===== src/rtl/rx_pkg.sv =====
// rx_pkg: shared RX symbols and deserializer state encoding
package rx_pkg;
  localparam logic [7:0] COM_SYM_DEF = 8'hBC;
  localparam logic [7:0] IDLE = 8'h7C;
  typedef enum logic [1:0] {SEARCH = 2'd0, ALIGN = 2'd1, ACTIVE = 2'd2} rx_state_t;
endpackage


===== src/rtl/rx_serial_deserializer.sv =====
// rx_serial_deserializer: MSB-first serial-to-byte front end with COM alignment and lock
// Optional valid-byte counter on byte_cnt when RX_BYTE_CNT_EN is defined.
module rx_serial_deserializer
  import rx_pkg::*;
#(
  parameter int COM_COUNT = 4,
  parameter logic [7:0] COM_SYM = COM_SYM_DEF
) (
  input  logic       clk_32f,
  input  logic       reset_L,
  input  logic       data_in,
  output logic [7:0] data_out,
  output logic       valid_out,
  output logic       byte_strobe,
  output logic       active_out
`ifdef RX_BYTE_CNT_EN
  ,output logic [15:0] byte_cnt
`endif
);
  localparam logic [3:0] CC = 4'(COM_COUNT);
  rx_state_t state, state_n;
  logic [7:0] shift, nxt, data_n;
  logic [2:0] bit_cnt, bit_cnt_n;
  logic [3:0] com_cnt, com_cnt_n, com_inc;
  logic is_com, last, valid_n, strobe_n, active_n;
`ifdef RX_BYTE_CNT_EN
  logic [15:0] cnt_n;
`endif
  always_comb begin
    nxt = {shift[6:0], data_in};
    is_com = nxt == COM_SYM;
    last = bit_cnt == 3'd7;
    com_inc = com_cnt == 4'hF ? 4'hF : com_cnt + 4'd1;
    state_n = state;
    bit_cnt_n = bit_cnt + 3'd1;
    com_cnt_n = com_cnt;
    data_n = data_out;
    valid_n = valid_out;
    strobe_n = 1'b0;
    active_n = active_out;
`ifdef RX_BYTE_CNT_EN
    cnt_n = byte_cnt;
`endif
    case (state)
      SEARCH: if (is_com) begin
        bit_cnt_n = 3'd0;
        com_cnt_n = 4'd1;
        state_n = CC == 4'd1 ? ACTIVE : ALIGN;
        active_n = CC == 4'd1;
      end
      ALIGN: begin
        strobe_n = last;
        if (last) begin
          com_cnt_n = is_com ? com_inc : 4'd0;
          state_n = !is_com ? SEARCH : com_inc >= CC ? ACTIVE : ALIGN;
          active_n = is_com && com_inc >= CC;
        end
      end
      ACTIVE: begin
        strobe_n = last;
        if (last) begin
          data_n = nxt;
          valid_n = !is_com;
`ifdef RX_BYTE_CNT_EN
          cnt_n = !is_com && byte_cnt != 16'hFFFF ? byte_cnt + 16'd1 : byte_cnt;
`endif
        end
      end
      default: state_n = SEARCH;
    endcase
  end
  always_ff @(posedge clk_32f or negedge reset_L) begin
    if (!reset_L) begin
      state <= SEARCH;
      shift <= 8'd0;
      bit_cnt <= 3'd0;
      com_cnt <= 4'd0;
      data_out <= 8'd0;
      valid_out <= 1'b0;
      byte_strobe <= 1'b0;
      active_out <= 1'b0;
`ifdef RX_BYTE_CNT_EN
      byte_cnt <= 16'd0;
`endif
    end else begin
      state <= state_n;
      shift <= nxt;
      bit_cnt <= bit_cnt_n;
      com_cnt <= com_cnt_n;
      data_out <= data_n;
      valid_out <= valid_n;
      byte_strobe <= strobe_n;
      active_out <= active_n;
`ifdef RX_BYTE_CNT_EN
      byte_cnt <= cnt_n;
`endif
    end
  end
endmodule


===== config.mk =====
export PLATFORM = sky130hd
export DESIGN_NAME = rx_serial_deserializer
export DESIGN_NICKNAME = d
export VERILOG_FILES = /design/src/rtl/rx_pkg.sv /design/src/rtl/rx_serial_deserializer.sv
export SDC_FILE = /design/constraint.sdc
export NUM_CORES = 1
export LEC_CHECK = 0
export CORE_AREA = 2 2 50 52
export DETAILED_ROUTE_END_ITERATION = 10
export DIE_AREA = 0 0 52 54
export PLACE_DENSITY = 0.88
export SYNTH_ARGS = -nofsm -noshare
export SYNTH_HDL_FRONTEND = slang
export SYNTH_SLANG_ARGS = --single-unit

===== constraint.sdc =====
create_clock -name clk_32f -period 3.4 [get_ports clk_32f]
set_input_delay 1.02 -clock clk_32f [delete_from_list [all_inputs] [get_ports clk_32f]]
set_output_delay 1.02 -clock clk_32f [all_outputs]
set_load 0.01 [all_outputs]

After elaboration in Yosys (flattened, before gate mapping)
Index checks and enable logic that the tools add are counted.

Register bits: 27. Bits of input ports: 3. Word-level logic and storage cells: 43.

Add/subtract/negate cells: 2. Order comparisons: 1. Equal/unequal tests: 7. Multiplexer cells: 16. Bitwise operators: 1. Reduce and logical (&&, ||, !) cells: 8.

Operators with widths (count): 4-bit 2-to-1 mux (4); 8-bit equality test (second input constant) (1); 2-bit 2-to-1 mux (4); 4-bit one-hot mux with 2 select lines (1); 3-bit 2-to-1 mux (2); 2-bit one-hot mux with 3 select lines (1); 3-bit AND reduction (2); 4-bit by 1-bit adder with 4-bit output (second input constant) (1); 4-bit equality test (second input constant) (1); 4-bit by 3-bit greater-or-equal comparator with 1-bit output (second input constant) (1); 2-bit != test (second input constant) (2); 3-bit by 1-bit adder with 3-bit output (second input constant) (1); 3-bit equality test (second input constant) (1); 1-bit 2-to-1 mux (3); 2-bit by 1-bit equality test with 1-bit output (second input constant) (1); 2-bit equality test (second input constant) (1); 2-bit zero test (1); 1-bit one-hot mux with 2 select lines (1); 2-bit AND reduction (1); 2-bit nonzero test (1); 2-bit OR reduction (1); 1-bit logical AND (1); 1-bit zero test (1); 1-bit NOT (1).

Logic depth before layout (Yosys ltp)
Depth after elaboration: 7. Gate-level depth with buffers: 7. Depth with buffers taken out: 6.

Worst setup path after synthesis
OpenSTA, ideal clock, no wires.

Kind: input -> register. From: input port data_in. To: register active_out. Library setup time: 0.126 ns. Data arrival time: 1.752 ns. Slack: 1.522 ns. Stages: 4. Buffers on the path: 0. Path through: nand4bb_4 o21ai_4 a21boi_2 a221o_1.

Longest elaborated chain between the ends: 4. Elaborated cells between the ends (all ways): 6. Those cells by class: eq/ne (2); mux (2); reduce/logical (2).

Ends and longest elaborated chain: from (decl) (RTL line rx_serial_deserializer.sv:11) `input logic data_in,`; 8-bit equality test (*) (RTL line rx_serial_deserializer.sv:31) `is_com = nxt == COM_SYM;`; 1-bit logical AND (RTL line rx_serial_deserializer.sv:56) `active_n = is_com && com_inc >= CC;`; 1-bit 2-to-1 mux (RTL line rx_serial_deserializer.sv:53) `if (last) begin`; 1-bit one-hot mux with 2 select lines (RTL line rx_serial_deserializer.sv:44) `case (state)`; to (signal assigned) (RTL line rx_serial_deserializer.sv:93) `active_out <= active_n;`; to (decl) (RTL line rx_serial_deserializer.sv:15) `output logic active_out`.

Mark *: on every way between the ends. The rest lies on a longest branch, timed or not. The select of a mux whose other input is x is not followed. A chain may end at the register's enable or synchronous reset.

Worst setup path after layout
From: register active_out. To: output port active_out.

No word-level cell between the ends.

==> results.ini <==
[finish]
drive_gt1_frac = 0.225
multi_input_area_um2 = 532
layout.nets = 121
n_fill_cell = 196
area_delta_synth_final_pct = 15.0
insertedDiodeCount = 0
register_area_um2 = 676
final_util = 0.616

[clock_tree]
cts-htree-levels = 1
cts_tree = built
numCtsBuffers = 3
hold_buffers = 0
clk_path_buf_depth = 2
cts_resized = 0
cts_sinks = 27
cts-root-buf = clkbuf_4
clkTransAtPathRegs_ns = 0.14
clk_latency_ns = 0.33
post_cts_buffers = 0

[placement]
port_buffers = 13
gp_congestion = 0.898
hpwl_mm = 1.47

[power]
powerDensity_mw_per_mm2 = 357
swShare = 0.227
power_frac_comb = 0.067
p_int_w = 0.000395
vdd_drop_max_mv = 0.302
switchingPower_w = 0.000116
clkPwrFrac = 0.266
seq_power_share = 0.667
p_leak_nw = 0.594

[yosys]
synth_cells = 95
netlist_area_mm2 = 0.00124
async_reset_ff_frac = 1.00
postSynthAreaPerCell_um2 = 13.1
synth_warnings = 0
ys.flop_type = dfrtp_1
synthDistinctLibCells = 37
synth_edf_count = 0
yosys.area.top_type = dfrtp_1
synth_area_leaders = dfrtp_1, mux2_2, ha_1
synth_top_area_frac = 0.544
ys_ff_latch = 27
ys_seq_area_frac = 0.544
syn-num-nets = 104

[floorplan]
row_count = 18
coreArea_mm2 = 0.00232
fp.dieH_um = 54
die_area_mm2 = 0.00281
ioPinCount = 14
die_x_um = 52
initial_core_util = 0.536

[timing]
fmax_ghz = 0.436
slew_viol_final = 0
relSlewSlack = 0.781
period_share = 0.674
setup_tns_ns = 0
fin_crit_ns = 2.29
hold_viol = 0
rsz0062_at_grt = no
worst_slew_pin_slew_ns = 0.328
clock_skew_ns = 0.00666
setup_viol = 0

[critical_path]
required_ns = 2.38
criticalPathCategory = register to primary output
crit_buf_inv = 1
rrSetupSlack_ns = 1.80
cp_top_family = buffers and inverters
critPathLaunchType = register
cp-end-kind = primary output
cpPeakStageDelay_ns = 0.55
cp_max_fo = 3
arrival_ns = 1.27
path_cells = clkdlybuf4s50_1
cp_slowest_cell = clkdlybuf4s50_1

[global_route]
grt_first_pass_wirelength_mm = 3.62
grt_pass1_vias = 788
grt_max_degree = 28
grt_overflow_total = 0
grt.total_usage = 0.177
grt_antenna_before_repair = 0

[outcome]
status = complete, no violations

[drt]
wl_per_cell_um = 14.2
drt_first_pass_iters = 3
detail-route-antenna-nets = 0
vias = 778
drc = 0
via_per_inst = 5.52
routed_wl_mm = 2.00
drt_iter0_markers = 5

[flow_run]
drv_cap = 0

[min_path]
hold_path.class = register to register

## sequential cells by signal, indices dropped and copies added (netlist names)
register / cells
com_cnt: 4
valid_out: 1
active_out: 1
state: 2
byte_strobe: 1
shift: 7
bit_cnt: 3
data_out: 8
## routing by layer
layer / wire length, um / global-route usage
met2: 988 / 0.278
met3: 54 / 0.0361
met4: 27 / 0.0658
met5: 0 / 0
met1: 932 / 0.243
## metrics by stage
step	worst slack, ns	cell area (um^2)	instances	hold WS (ns)	total power [W]
2_1_floorplan	1.52	1240	95	0.371	0.000359
3_3_place_gp	0.987	1400	137	0.391	0.000381
3_5_place_dp	0.884	1400	137	0.400	0.000382
4_1_cts	1.09	1430	141	0.430	0.000518
5_1_grt	1.05	1430	141	0.446	0.000532
6_report	1.11	1430	141	0.427	0.000511
## layout by cell type, fill, tap and decap left out, types with 2 or more instances in the layout
master,count
o21ai_0,4
a21boi_0,2
inv_1,5
mux2_2,8
nand2_1,4
ha_1,6
nor3_1,2
clkdlybuf4s50_1,13
dfrtp_1,27
clkbuf_4,3
a31oi_1,3
a21oi_1,5
nor2_1,3
## logic make-up after synthesis
kind of cell,share of synthesized area
AOI/OAI and AO/OA,0.174
adders and majority gates,0.0604
buffers and inverters,0.0282
DFF,0.544
muxes,0.0725
and+or+nand+nor,0.121
## worst register-to-register path, cell delays in order (launching register included)
cell	delay, ns
dfrtp_1	0.41
ha_1	0.20
ha_1	0.28
nand2_2	0.25
mux2_2	0.37
## path summary, 6_finish.rpt
kind / start / to / depth (start not counted)
worst max-delay path: active_out$_DFFE_PN0P_ / active_out / 1
worst min-delay path: shift[5]$_DFF_PN0_ / shift[6]$_DFF_PN0_ / 0
worst max register to register: bit_cnt[0]$_DFF_PN0_ / data_out[5]$_DFFE_PN0P_ / 4
worst min register to register: shift[5]$_DFF_PN0_ / shift[6]$_DFF_PN0_ / 0
max in group asynchronous: reset_L / data_out[6]$_DFFE_PN0P_ / 2
min in group asynchronous: reset_L / com_cnt[3]$_DFFE_PN0P_ / 2
## power groups by stage
stage | registers, W | clock network, W | logic, W
after global placement | 0.000346 | 0 | 0.0000343
after floorplan | 0.000348 | 0 | 0.0000117
final | 0.000341 | 0.000136 | 0.0000344
after CTS | 0.000341 | 0.000142 | 0.0000353
after detailed placement | 0.000347 | 0 | 0.0000352
after global routing | 0.000343 | 0.000150 | 0.0000387
## synthesized netlist by cell type, drive strengths merged, types with 2 or more instances
library cell	n
ha	6
a31oi	3
o21ai	6
buf	2
a21boi	3
dfrtp	27
inv	5
o211ai	2
a21oi	6
nor2	4
mux2	8
nand2	5
nor3	2
nor2b	2
## layout make-up
class / instances / area share
tap: 30 / 0.0263
sequential: 27 / 0.473
clock inverter: 1 / 0.00350
clock buffer: 3 / 0.0158
timing repair buffer: 14 / 0.0963
multi-input combinational: 61 / 0.372
inverter: 5 / 0.0131
Power figures use the tool's default switching activity.
